===== config.mk =====
export PLATFORM = sky130hd
export DESIGN_NAME = majority_bist
export DESIGN_NICKNAME = d
export VERILOG_FILES = /design/src/rtl/majority_bist.sv
export SDC_FILE = /design/constraint.sdc
export NUM_CORES = 1
export LEC_CHECK = 0
export BUFFER_PORTS_ARGS = -buffer_cell sky130_fd_sc_hd__buf_2
export CAP_MARGIN = 0
export CORE_ASPECT_RATIO = 1.4
export CORE_UTILIZATION = 40
export DETAILED_ROUTE_END_ITERATION = 12
export SLEW_MARGIN = 20
export SYNTH_ARGS = -nofsm -noshare
export SYNTH_HDL_FRONTEND = slang
export SYNTH_SLANG_ARGS = --single-unit

===== constraint.sdc =====
create_clock -name clk -period 2.6 [get_ports clk]
set_input_delay 0.52 -clock clk [delete_from_list [all_inputs] [get_ports clk]]
set_output_delay 0.52 -clock clk [all_outputs]
set_load 0.02 [all_outputs]

===== src/rtl/majority_bist.sv =====
// Self-checking exerciser for an N-input majority voter: sweeps all input
// vectors, samples z_in after a settle window, and compares it to a popcount reference.
module majority_bist #(
    parameter int WIDTH  = 5,
    parameter int THRESH = WIDTH / 2 + 1,
    parameter int SETTLE = 1
) (
    input  logic             clk,
    input  logic             rst,
    input  logic             start,
    output logic [WIDTH-1:0] x_out,
    input  logic             z_in,
    output logic             busy,
    output logic             done,
    output logic             pass,
    output logic [WIDTH:0]   err_count,
    output logic             first_fail_valid,
    output logic [WIDTH-1:0] first_fail_vec
);

    localparam logic [1:0] S_IDLE   = 2'd0;
    localparam logic [1:0] S_HOLD   = 2'd1;
    localparam logic [1:0] S_SAMPLE = 2'd2;
    localparam logic [1:0] S_FINISH = 2'd3;

    localparam int CW = (SETTLE > 1) ? $clog2(SETTLE) : 1;
    localparam logic [CW-1:0]    HOLD_LAST = CW'(SETTLE - 1);
    localparam logic [WIDTH:0]   ERR_MAX   = '1;
    localparam logic [WIDTH-1:0] VEC_LAST  = '1;
    localparam logic [WIDTH:0]   THR       = (WIDTH + 1)'(THRESH);

    logic [1:0]       state;
    logic [WIDTH-1:0] vec;
    logic [CW-1:0]    hold_cnt;
    logic [WIDTH:0]   pop;
    logic             expected;
    logic             mismatch;
    logic [WIDTH:0]   err_next;

    always_comb begin
        pop = '0;
        for (int i = 0; i < WIDTH; i++) begin
            pop = pop + {{WIDTH{1'b0}}, vec[i]};
        end
    end

    assign expected = (pop >= THR);
    assign mismatch = (state == S_SAMPLE) && (z_in != expected);

    // Saturate so a long-running fault can never wrap back to a clean count.
    always_comb begin
        err_next = err_count;
        if (mismatch && (err_count != ERR_MAX)) begin
            err_next = err_count + (WIDTH + 1)'(1);
        end
    end

    assign busy  = (state == S_HOLD) || (state == S_SAMPLE);
    assign done  = (state == S_FINISH);
    assign x_out = busy ? vec : '0;

    always_ff @(posedge clk) begin
        if (rst) begin
            state            <= S_IDLE;
            vec              <= '0;
            hold_cnt         <= '0;
            err_count        <= '0;
            first_fail_valid <= 1'b0;
            first_fail_vec   <= '0;
            pass             <= 1'b0;
        end else begin
            case (state)
                S_IDLE: begin
                    if (start) begin
                        state            <= S_HOLD;
                        vec              <= '0;
                        hold_cnt         <= '0;
                        err_count        <= '0;
                        first_fail_valid <= 1'b0;
                        first_fail_vec   <= '0;
                        pass             <= 1'b0;
                    end
                end
                S_HOLD: begin
                    if (hold_cnt == HOLD_LAST) begin
                        state <= S_SAMPLE;
                    end else begin
                        hold_cnt <= hold_cnt + CW'(1);
                    end
                end
                S_SAMPLE: begin
                    err_count <= err_next;
                    if (mismatch && !first_fail_valid) begin
                        first_fail_valid <= 1'b1;
                        first_fail_vec   <= vec;
                    end
                    // pass must include this final sample, hence err_next.
                    if (vec == VEC_LAST) begin
                        state <= S_FINISH;
                        pass  <= (err_next == '0);
                    end else begin
                        vec      <= vec + WIDTH'(1);
                        hold_cnt <= '0;
                        state    <= S_HOLD;
                    end
                end
                S_FINISH: begin
                    state <= S_IDLE;
                end
                default: begin
                    state <= S_IDLE;
                end
            endcase
        end
    end

endmodule


Word level (Yosys, flattened, before mapping)

Cells that the tools add are included.

Output and inout bits: 20
Input bits: 4
Flip-flop bits (word level): 21

Add/subtract/negate cells: 7
Mux-type cells: 21
Reductions and logical operators: 15
Equal/unequal tests: 11
Magnitude comparators: 1

Operators by type and width:

| cell                | number |
|---|---|
| $mux 5              | 4 |
| $pmux 5 s2          | 2 |
| $mux 6              | 2 |
| $pmux 6 s2          | 1 |
| $reduce_and 3->1    | 4 |
| $pmux 2 s4          | 1 |
| $add 6x1->6 const B | 1 |
| $logic_not 6->1     | 1 |
| $mux 2              | 3 |
| $ne 2x2->1 const B  | 3 |
| $ne 6x6->1 const B  | 1 |
| $add 4x1->5         | 1 |
| $add 5x1->5 const B | 1 |
| $eq 5x5->1 const B  | 1 |
| $ge 5x2->1 const B  | 1 |
| $mux 1              | 5 |
| $add 3x1->4         | 1 |
| $eq 2x2->1 const B  | 2 |
| $ne 2x1->1 const B  | 2 |
| $pmux 1 s2          | 2 |
| $reduce_and 2->1    | 2 |
| $add 2x1->3         | 1 |
| $logic_and 1x1->1   | 3 |
| $pmux 1 s3          | 1 |
| 9 further kinds     | 9 |

Depth between registers and ports, before layout

Gate-level depths: netlist (run 1).

Depth in word-level cells: 12
Gate-level depth with buffers: 11

Least setup slack after synthesis (run 1)

OpenSTA, ideal clock, no wires.

Kind: register to register
From: register vec[0]
To: register pass
Arrival: 2.652 ns
Buffers on the path: 1
Setup slack: -0.169 ns
Cell stages (with the launch flop): 12
Path through: dfxtp_1 -> inv_1 -> fa_1 -> fa_1 -> inv_1 -> ha_1 -> nor2b_4 -> o31a_1 -> buf_6 -> nand3_2 -> mux2_4 -> a41o_1

Longest elaborated chain between the ends: 12
Elaborated cells on any way between the ends: 15

Ends and longest elaborated chain:

| item                     | line | source |
|---|---|---|
| start: declaration       | 33   | `logic [WIDTH-1:0] vec;` |
| start signal: assignment | 102  | `vec <= vec + WIDTH'(1);` |
| $add 1x1->2              | 43   | `pop = pop + {{WIDTH{1'b0}}, vec[i]};` |
| $add 2x1->3              | 43   |  |
| $add 3x1->4              | 43   |  |
| $add 4x1->5              | 43   |  |
| $ge 5x2->1               | 47   | `assign expected = (pop >= THR);` |
| $ne 1x1->1               | 48   | `assign mismatch = (state == S_SAMPLE) && (z_in != expected);` |
| $logic_and 1x1->1        | 48   |  |
| $logic_and 1x1->1        | 53   | `if (mismatch && (err_count != ERR_MAX)) begin` |
| $mux 6                   | 53   |  |
| $logic_not 6->1          | 100  | `pass <= (err_next == '0);` |
| $mux 1                   | 98   | `if (vec == VEC_LAST) begin` |
| $pmux 1 s2               | 72   | `case (state)` |
| end signal: assignment   | 100  |  |
| end: declaration         | 15   | `output logic pass,` |

Several ways; a longest one is shown, not always the timed one. The select of a mux whose other input is x is not followed.
A chain may end at the register's enable or synchronous reset.

Worst setup path after layout (run 1)

From: register vec[1]
To: register pass

The elaborated chain is that of the path after synthesis.

==> results of run 1 <==
[timing repair]
| item | in CTS | in global routing |
|---|---|---|
| endpoints found under the hold margin | 0 | 0 |
| endpoints found under the setup margin | 10 | 12 |
| resized for setup | 5 | 8 |
| pin swaps | 7 | 5 |
| setup buffers | 1 | 3 |
[cell usage in the layout (no fill, tap or decap), types with 2 or more instances in the layout]
master and count:
nor2b_4 2, inv_1 9, a211oi_1 4, o221ai_1 2, a31oi_1 3, inv_2 4
nand4_1 4, or3_1 2, nand2_1 5, a31o_1 2, dfxtp_1 17, clkbuf_8 4
and2_1 5, ha_1 7, nand2b_1 2, nor3_1 7, dfxtp_2 3, nor2_1 10
a22oi_1 2, and3_1 2, a21oi_1 9, o21ai_1 2, nor2b_1 2, a21oi_4 2
buf_2 23, nor3b_1 2, nand3_1 3, nand2_2 2, a22o_1 5, buf_4 11
[through the flow]
step	setup slack [ns]	hold slack [ns]	utilization (%)
after global placement	-0.05628	0.4601	49.83
final	-0.04582	0.4750	55.07
after detailed placement	-0.1267	0.4650	49.83
after global routing	-0.1055	0.4916	55.07
after CTS	-0.07181	0.4833	52.94
after floorplan	-0.05717	0.4925	-
[area by class of cell]
type	instances	area (um^2)	area share [%]
Inverter	13	48.80	3.019
Sequential cell	20	404.1	25.00
Multi-Input combinational cell	107	864.6	53.48
Clock buffer	4	55.05	3.406
Timing Repair Buffer	34	197.7	12.23
Tap cell	37	46.29	2.864
[report_power, final]
group	switching, mW	leakage (nW)	total, mW	internal, mW
Combinational	0.107	0.477	0.161	0.0534
Clock	0.104	0.0288	0.239	0.135
Sequential	0.00472	0.163	0.317	0.313
[routing by layer]
layer | global-route usage, % | routed length, um | up-vias
met5 | 0 | 0 | -
met2 | 37.50 | 1660 | 18
met4 | 7.500 | 21 | 0
met1 | 22.22 | 1367 | 550
met3 | 1.754 | 61 | 2
li1 | - | - | 600
[cell families after synthesis]
group	count (synthesis)
AND/OR/NAND/NOR	55
AO/OA/AOI/OAI	40
flip-flops	20
buffers and inverters	17
adder cells (fa/ha/maj)	10
multiplexers	2
[worst max-delay path: cells and delay by family, from the launching register on]
kind | cells | cell delay, ns
AO/OA/AOI/OAI | 2 | 0.54
AND/OR/NAND/NOR | 2 | 0.23
multiplexers | 1 | 0.29
buffers and inverters | 2 | 0.11
adder cells (fa/ha/maj) | 3 | 1.03
flip-flops | 1 | 0.33
[registers in the layout, indices dropped and copies added (netlist names)]
signal,cells
pass,1
err_count,6
first_fail_valid,1
vec,5
first_fail_vec,5
state,2
[worst min-delay path by stage]
stage	slack [ns]	depth (start not counted)	end
4_1_cts	0.48	1	first_fail_vec[1]$_SDFFE_PP0P_
5_1_grt	0.49	1	first_fail_vec[1]$_SDFFE_PP0P_
3_5_place_dp	0.46	1	first_fail_vec[1]$_SDFFE_PP0P_
6_report	0.48	1	first_fail_vec[1]$_SDFFE_PP0P_
2_1_floorplan	0.49	1	first_fail_vec[3]$_SDFFE_PP0P_
3_3_place_gp	0.46	1	first_fail_vec[2]$_SDFFE_PP0P_
==> results.yml, run 1 <==
cts:
  cts_made_buffers: 3
  cts.sinks: 20
  h-tree-depth: 1
  clk_pin_slew_ns: 0.08
  cts_hold_buf: 0
  root_buffer: "clkbuf_8"
  clock_latency_ns: 0.26
  cts_buffer_depth: 2
  cts_tree: "yes"
worst_setup_path:
  cp.required_ns: 2.76
  cp-end-kind: "register"
  worstSetupStartpointType: "register"
  cp.arrival_ns: 2.80
  cp_common_cell: "inv_2"
  reg2regPathDepth: 10
  cpMaxStageDelayCell: "fa_1"
  crit_chain: "inv_2, fa_1, fa_2, inv_2, ha_4, nor2b_4, o31a_4, nand3_2, mux2_4, a41o_1"
  rrSetupSlack_ns: -0.05
  worstSetupEndpoint: "pass$_SDFFE_PP0P_"
  timing.rr.start: "vec[1]$_SDFFE_PP0P_"
  critPathMaxFanout: 8
  slowest_delay_ns: 0.50
  reg2reg_to: "pass$_SDFFE_PP0P_"
  crit_type: "reg2reg"
  startpoint: "vec[1]$_SDFFE_PP0P_"
final_layout:
  syn2layout_area_growth_pct: 27.54
  postLayoutCellArea_um2: 1617
  diodes: 0
  fillCellCount: 289
  drive_gt1_share_pct: 35.96
  fin_nets: 193
  instances_no_fill: 215
detailed_routing:
  dr.pass1.iters: 4
  drt-initial-drc-count: 25
  ant_nets: 0
  routed_wl_mm: 3.110
  avgRoutedWirePerCell_um: 14.47
  drc: 0
  via_count: 1170
  viasPerCell: 5.442
yosys:
  async_reset_ff_share_pct: 0
  synth_area_leader_cell: "dfxtp_1"
  synth_top_family_by_area: "simple AND/OR/NAND/NOR gates"
  netlist_top_cells_count: "20 x dfxtp_1, 12 x inv_1, 10 x a21oi_1, 10 x nor2_1, 8 x ha_1"
  synth_area_per_cell_um2: 8.802
  synth_simple_gate_area_share_pct: 26.06
  ys_top_cells_by_area: "dfxtp_1 32%, ha_1 7.9%, a21oi_1 3.9%"
  synthXorXnorAreaFrac_pct: 0
  synth_compound_area_share_pct: 23.59
  ys.flop_type: "dfxtp_1"
  synth_fa_ha_area_share_pct: 11.06
  netlist_instances: 144
  yosys.area.top_type_share_pct: 31.59
  ys_seq_area_share_pct: 31.59
  ys_types: 48
  synth-seq-cells: 20
  syn-cell-area_um2: 1267
  synth_edf_count: 0
  ys_warn_count: 0
  synth_mux_area_share_pct: 1.974
  syn_nets: 158
  synth_most_common_cell: "dfxtp_1"
timing:
  finalMaxSlewViolations: 0
  fmax_ghz: 0.3780
  maxSlewHeadroom_pct: 62.52
  rsz0062_at_grt: "yes"
  hold_viol: 0
  setup_viol: 1
  final.setup_skew_ns: 0.002981
  fin_crit_sh_pct: 101.8
  layout_setup_ws_ns: -0.04582
  tightest_slew_ns: 0.5585
  fin_tns_setup_ns: -0.04582
  min_period_ns: 2.646
global_route:
  grt_pass1_vias: 1085
  track_usage_pct: 19.53
  grt_overflow: 0
  grt_pass1_wl_mm: 5.002
  grt_max_degree: 20
  antenna_found_initial: 0
floorplanning:
  die-area_um2: 3401
  die_h_um: 68.61
  rows: 23
  ioPinCount: 24
  start_util_pct: 43.18
  core_area_um2: 2935
  fp.dieW_um: 49.58
place:
  dp_hpwl_mm: 2.319
  portBuffers: 23
  dp.cells: 207
  placed_area_um2: 1463
  gp_congestion: 0.8944
status:
  status: "complete, but fails checks"
  violations: "setup timing"
min_path:
  hp-class: "reg2reg"
  holdCritStartpoint: "first_fail_vec[1]$_SDFFE_PP0P_"
power_and_ir_drop:
  ir_worst_vdd_v: 0.0002077
  p_per_area_nw_per_um2: 443.3
  p_total_mw: 0.7166
  p_leak_nw: 0.6684
flow_run:
  maxCapViolations: 0
No activity file was read; power rests on OpenSTA's default activity.
==> inputs of run 2 (changes only) <==
--- a/config.mk
+++ b/config.mk
@@ -8,8 +8,9 @@
 export BUFFER_PORTS_ARGS = -buffer_cell sky130_fd_sc_hd__buf_2
 export CAP_MARGIN = 0
 export CORE_ASPECT_RATIO = 1.4
-export CORE_UTILIZATION = 40
+export CORE_UTILIZATION = 49
 export DETAILED_ROUTE_END_ITERATION = 12
+export PLACE_DENSITY_LB_ADDON = 0.3
 export SLEW_MARGIN = 20
 export SYNTH_ARGS = -nofsm -noshare
 export SYNTH_HDL_FRONTEND = slang
==> run 2 against run 1 <==
The flow still finishes with violations (setup timing). Utilization is 10 points higher. First-iteration DRC count increased by 68%. Cell area is 2.0% lower. Final cell count fell by 1.4%. Largest power group unchanged. Maximum frequency decreased by 0.38%. Critical path depth rose by 1. Largest cell class unchanged. Flip-flop and latch count is the same. Clock-buffer cell count did not move. Worst setup slack worse by 0.010 ns. Global-route usage up 4.8 points. Combinational power fell by 7%.
==> results.yml, run 2 (synthesized netlist as in run 1, its figures left out) <==
global_route:
  grt_max_degree: 20
  grt_pass1_vias: 1198
  track_usage_pct: 24.37
  grt_overflow: 0
  grt_pass1_wl_mm: 5.278
  antenna_found_initial: 0
worst_setup_path:
  cp-end-kind: "register"
  critPathMaxFanout: 6
  crit_type: "reg2reg"
  cp.arrival_ns: 2.90
  worstSetupStartpointType: "register"
  cp.required_ns: 2.84
  reg2regPathDepth: 11
floorplanning:
  die_h_um: 62.18
  die-area_um2: 2797
  fp.dieW_um: 44.99
  rows: 21
  start_util_pct: 52.43
  core_area_um2: 2417
  ioPinCount: 24
place:
  gp_congestion: 0.7662
  placed_area_um2: 1459
  dp_hpwl_mm: 2.253
  portBuffers: 23
  dp.cells: 204
cts:
  h-tree-depth: 1
  cts_made_buffers: 3
  cts_buffer_depth: 2
  clock_latency_ns: 0.30
  cts_tree: "yes"
  root_buffer: "clkbuf_4"
  clk_pin_slew_ns: 0.11
  cts.sinks: 20
timing:
  setup_viol: 7
  final.setup_skew_ns: 0.001397
  min_period_ns: 2.656
  hold_viol: 0
  tightest_slew_ns: 0.5436
  finalMaxSlewViolations: 0
  fin_tns_setup_ns: -0.2093
  layout_setup_ws_ns: -0.05582
  maxSlewHeadroom_pct: 63.52
  fmax_ghz: 0.3765
  fin_crit_sh_pct: 102.1
  rsz0062_at_grt: "yes"
detailed_routing:
  viasPerCell: 5.759
  routed_wl_mm: 3.082
  avgRoutedWirePerCell_um: 14.54
  drt-initial-drc-count: 42
  via_count: 1221
  ant_nets: 0
  dr.pass1.iters: 4
  drc: 0
status:
  violations: "setup timing"
  status: "complete, but fails checks"
final_layout:
  postLayoutCellArea_um2: 1584
  largest_reg_flops: 6
  diodes: 0
  layout_common_cells: "23 x buf_2, 17 x dfxtp_1, 10 x a21oi_1, 10 x nor2_1, 10 x buf_4"
  top_regs: "err_count x6, first_fail_vec x5, vec x5"
  finish.utilization_pct: 65.53
  regMostFlops: "err_count"
  syn2layout_area_growth_pct: 24.98
  final_common_cell: "buf_2"
  fin_nets: 193
  drive_gt1_share_pct: 34.83
  fillCellCount: 217
  instances_no_fill: 212
flow_run:
  maxCapViolations: 0
power_and_ir_drop:
  p_leak_nw: 0.6457
  p_per_area_nw_per_um2: 412.2
  p_total_mw: 0.6529
  ir_worst_vdd_v: 0.0002750
min_path:
  hp-class: "reg2reg"
  min_delay_path_depth: 1
## run 2: area by class of cell
type | count | area (um^2) | area share [%]
multi-input cells | 107 | 850.8 | 53.71
repair buffers | 34 | 201.4 | 12.72
well taps | 34 | 42.54 | 2.686
inverters | 13 | 48.80 | 3.081
clock buffers | 4 | 36.28 | 2.291
flip-flops and latches | 20 | 404.1 | 25.51
## run 2: timing repair
action	4_1_cts	5_1_grt
setup endpoints to repair	10	12
hold buffers	0	0
pin swaps	8	3
gates resized for setup	4	9
gates cloned	0	0
setup buffers	0	4
## run 2: report_power, final
part	total [mW]	leakage (nW)	internal, mW	switching (mW)
registers	0.318	0.163	0.313	0.00520
logic	0.150	0.462	0.0485	0.101
clock network	0.185	0.0210	0.0855	0.0994
total	0.653	0.646	0.447	0.206
## run 2: final timing paths
kind / end / slack, ns / from
worst max-delay path: err_count[4]$_SDFFE_PP0P_ / -0.06 / vec[1]$_SDFFE_PP0P_
worst min-delay path: first_fail_vec[2]$_SDFFE_PP0P_ / 0.50 / first_fail_vec[2]$_SDFFE_PP0P_
worst max register to register: err_count[4]$_SDFFE_PP0P_ / -0.06 / vec[1]$_SDFFE_PP0P_
worst min register to register: first_fail_vec[2]$_SDFFE_PP0P_ / 0.50 / first_fail_vec[2]$_SDFFE_PP0P_
## run 2: stage by stage
step	hold slack, ns	setup slack, ns
4_1_cts	0.5108	-0.09921
3_5_place_dp	0.4780	-0.1115
6_report	0.4998	-0.05582
3_3_place_gp	0.4564	-0.04837
2_1_floorplan	0.4925	-0.05717
5_1_grt	0.5250	-0.1591
## run 2: worst max-delay path, cell delays in order, from the launching register on
cell and delay [ns]:
dfxtp_2 0.35, inv_2 0.04, fa_1 0.49, fa_2 0.35
inv_2 0.07, ha_4 0.18, nor2b_4 0.13, o21ai_4 0.24
buf_4 0.17, nand4_4 0.11, or3_1 0.34, a21oi_1 0.12
## run 2: layer usage
metal  vias up  GRT usage (%)  share of wire (%)
met4         0          8.333                1.7
met1       586          28.49                 42
met2        29          43.84                 54
met3         6          2.035                2.4
li1        600              -                  -
met5         -              0                  0
==> inputs of run 3 (changes only) <==
--- a/config.mk
+++ b/config.mk
@@ -11,6 +11,7 @@
 export CORE_UTILIZATION = 49
 export DETAILED_ROUTE_END_ITERATION = 12
 export PLACE_DENSITY_LB_ADDON = 0.3
+export SKIP_LAST_GASP = 1
 export SLEW_MARGIN = 20
 export SYNTH_ARGS = -nofsm -noshare
 export SYNTH_HDL_FRONTEND = slang
==> run 3 against run 2 <==
The run still ends with setup timing left. Clock-buffer cell count is the same. Worst hold slack lost 0.0038 ns. Clock power is essentially flat. Register-to-register slack is essentially flat. Combinational power is essentially flat. Total power grew 0.29%. Clock skew grew 0.0024 ns. Final cell count is the same. Cell area is essentially flat. Critical path depth shrank 1. Maximum frequency grew 0.27%. Largest cell class unchanged.
==> results.yml, run 3 (synthesized netlist as in run 1, its figures left out) <==
final_layout:
  largest_reg_flops: 6
  diodes: 0
  syn2layout_area_growth_pct: 25.07
  postLayoutCellArea_um2: 1585
  top_regs: "err_count x6, first_fail_vec x5, vec x5"
  seqCellArea_um2: 404.1
  multiInputGateArea_um2: 843.3
  regMostFlops: "err_count"
  layout_common_cells: "23 x buf_2, 17 x dfxtp_1, 10 x a21oi_1, 10 x nor2_1, 10 x buf_4"
  drive_gt1_share_pct: 34.27
  final_common_cell: "buf_2"
  fin_nets: 193
  fillCellCount: 212
  finish.utilization_pct: 65.58
cts:
  h-tree-depth: 1
  root_buffer: "clkbuf_4"
  cts_made_buffers: 3
  cts.sinks: 20
  cts_tree: "yes"
  clk_pin_slew_ns: 0.12
  cts_buffer_depth: 2
  clock_latency_ns: 0.31
floorplanning:
  die-area_um2: 2797
  fp.dieW_um: 44.99
  rows: 21
  start_util_pct: 52.43
  ioPinCount: 24
  die_h_um: 62.18
  core_area_um2: 2417
global_route:
  use_met2_pct: 43.48
  gr-usage-met1_pct: 28.86
  busiest_layer: "met2"
  grt_pass1_vias: 1205
  grt_overflow: 0
  grt_use_met3_pct: 2.035
  grt_max_degree: 20
  track_usage_pct: 24.49
  grt_pass1_wl_mm: 5.285
  antenna_found_initial: 0
worst_setup_path:
  crit_type: "reg2reg"
  cp.arrival_ns: 2.86
  reg2regPathDepth: 10
  worstSetupStartpointType: "register"
  slowest_delay_ns: 0.49
  crit_buf_inv: 2
  critPathTopFamily: "adder cells"
  critPathMaxFanout: 8
  cpMaxStageDelayCell: "fa_1"
  crit_chain: "inv_2, fa_1, fa_2, inv_2, ha_4, nor2b_4, o31a_4, nand3_2, mux2_4, a41o_1"
  cp-end-kind: "register"
  rrSetupSlack_ns: -0.05
  reg2reg_to: "pass$_SDFFE_PP0P_"
  timing.rr.start: "vec[1]$_SDFFE_PP0P_"
  cp.required_ns: 2.82
  cp_common_cell: "inv_2"
timing:
  hold_viol: 0
  rsz0062_at_grt: "yes"
  tightest_slew_ns: 0.5854
  layout_setup_ws_ns: -0.04873
  whs_ns: 0.4960
  fmax_ghz: 0.3775
  finalMaxSlewViolations: 0
  min_period_ns: 2.649
  fin_crit_sh_pct: 101.9
  final.setup_skew_ns: 0.003759
  maxSlewHeadroom_pct: 60.71
  setup_viol: 6
detailed_routing:
  viasPerCell: 5.741
  drc: 0
  routed_wl_mm: 3.154
  avgRoutedWirePerCell_um: 14.88
  via_count: 1217
  drt-initial-drc-count: 36
  dr.pass1.iters: 4
  ant_nets: 0
min_path:
  holdCritStartpoint: "first_fail_vec[2]$_SDFFE_PP0P_"
  min_to: "first_fail_vec[2]$_SDFFE_PP0P_"
  min_delay_path_depth: 1
  hp-class: "reg2reg"
power_and_ir_drop:
  seq_power_share_pct: 48.6
  p_switching_mw: 0.2079
  p_clk_share_pct: 28.4
  ir_worst_vdd_v: 0.0002755
  swShare_pct: 31.76
  p_total_mw: 0.6548
  power.internal_mw: 0.4468
  p_per_area_nw_per_um2: 413.0
  p_comb_share_pct: 23.0
  p_leak_nw: 0.6502
status:
  status: "complete, but fails checks"
  violations: "setup timing"
place:
  portBuffers: 23
  dp_hpwl_mm: 2.253
  placed_area_um2: 1459
  gp_congestion: 0.7662
flow_run:
  maxCapViolations: 0
[run 3: timing repair]
| action | CTS | global route |
|---|---|---|
| hold buffers | 0 | 0 |
| gates resized for setup | 4 | 7 |
| setup buffers | 0 | 4 |
| pin swaps | 7 | 5 |
| endpoints found under the setup margin | 10 | 12 |
[run 3: power groups by stage]
| stage | registers [mW] | clock network, mW | logic (mW) |
|---|---|---|---|
| after CTS | 0.318 | 0.190 | 0.148 |
| final | 0.318 | 0.186 | 0.150 |
| after global placement | 0.325 | 0 | 0.137 |
| after floorplan | 0.325 | 0 | 0.106 |
| after global routing | 0.319 | 0.207 | 0.167 |
| after detailed placement | 0.325 | 0 | 0.141 |
[run 3: layout make-up]
type                    count  area share [%]
multi-input cells         107           53.20
flip-flops and latches     20           25.49
repair buffers             34           13.26
inverters                  13           3.078
well taps                  34           2.684
clock buffers               4           2.289
[run 3: worst max-delay path by stage]
stage / slack [ns] / to / start / cells after the start
after floorplan: -0.06 / pass$_SDFFE_PP0P_ / vec[1]$_SDFFE_PP0P_ / 11
after global placement: -0.05 / pass$_SDFFE_PP0P_ / vec[1]$_SDFFE_PP0P_ / 10
after detailed placement: -0.11 / first_fail_vec[3]$_SDFFE_PP0P_ / vec[3]$_SDFFE_PP0P_ / 10
after CTS: -0.1 / pass$_SDFFE_PP0P_ / vec[1]$_SDFFE_PP0P_ / 10
after global routing: -0.16 / pass$_SDFFE_PP0P_ / vec[1]$_SDFFE_PP0P_ / 10
final: -0.05 / pass$_SDFFE_PP0P_ / vec[1]$_SDFFE_PP0P_ / 10
[run 3: worst reg2reg max path, stage by stage, from the launching register on]
cell and delay [ns]:
dfxtp_2 0.35, inv_2 0.04, fa_1 0.49, fa_2 0.35
inv_2 0.07, ha_4 0.18, nor2b_4 0.13, o31a_4 0.32
nand3_2 0.10, mux2_4 0.30, a41o_1 0.22
[run 3: metal layers]
layer / vias to the layer above / part of all wire [%]
met2: 27 / 54
met3: 4 / 2.6
met4: 0 / 0.98
li1: 598 / -
met1: 588 / 42
met5: - / 0
[run 3: through the flow]
step                      setup TNS (ns)  worst slack [ns]  instances
after floorplan                 -0.05717          -0.05717        144
after global placement           -0.1677          -0.04837        204
after detailed placement         -0.7294           -0.1115        204
after CTS                        -0.3174          -0.09921        208
after global routing              -1.079           -0.1585        212
final                           -0.08974          -0.04873        212
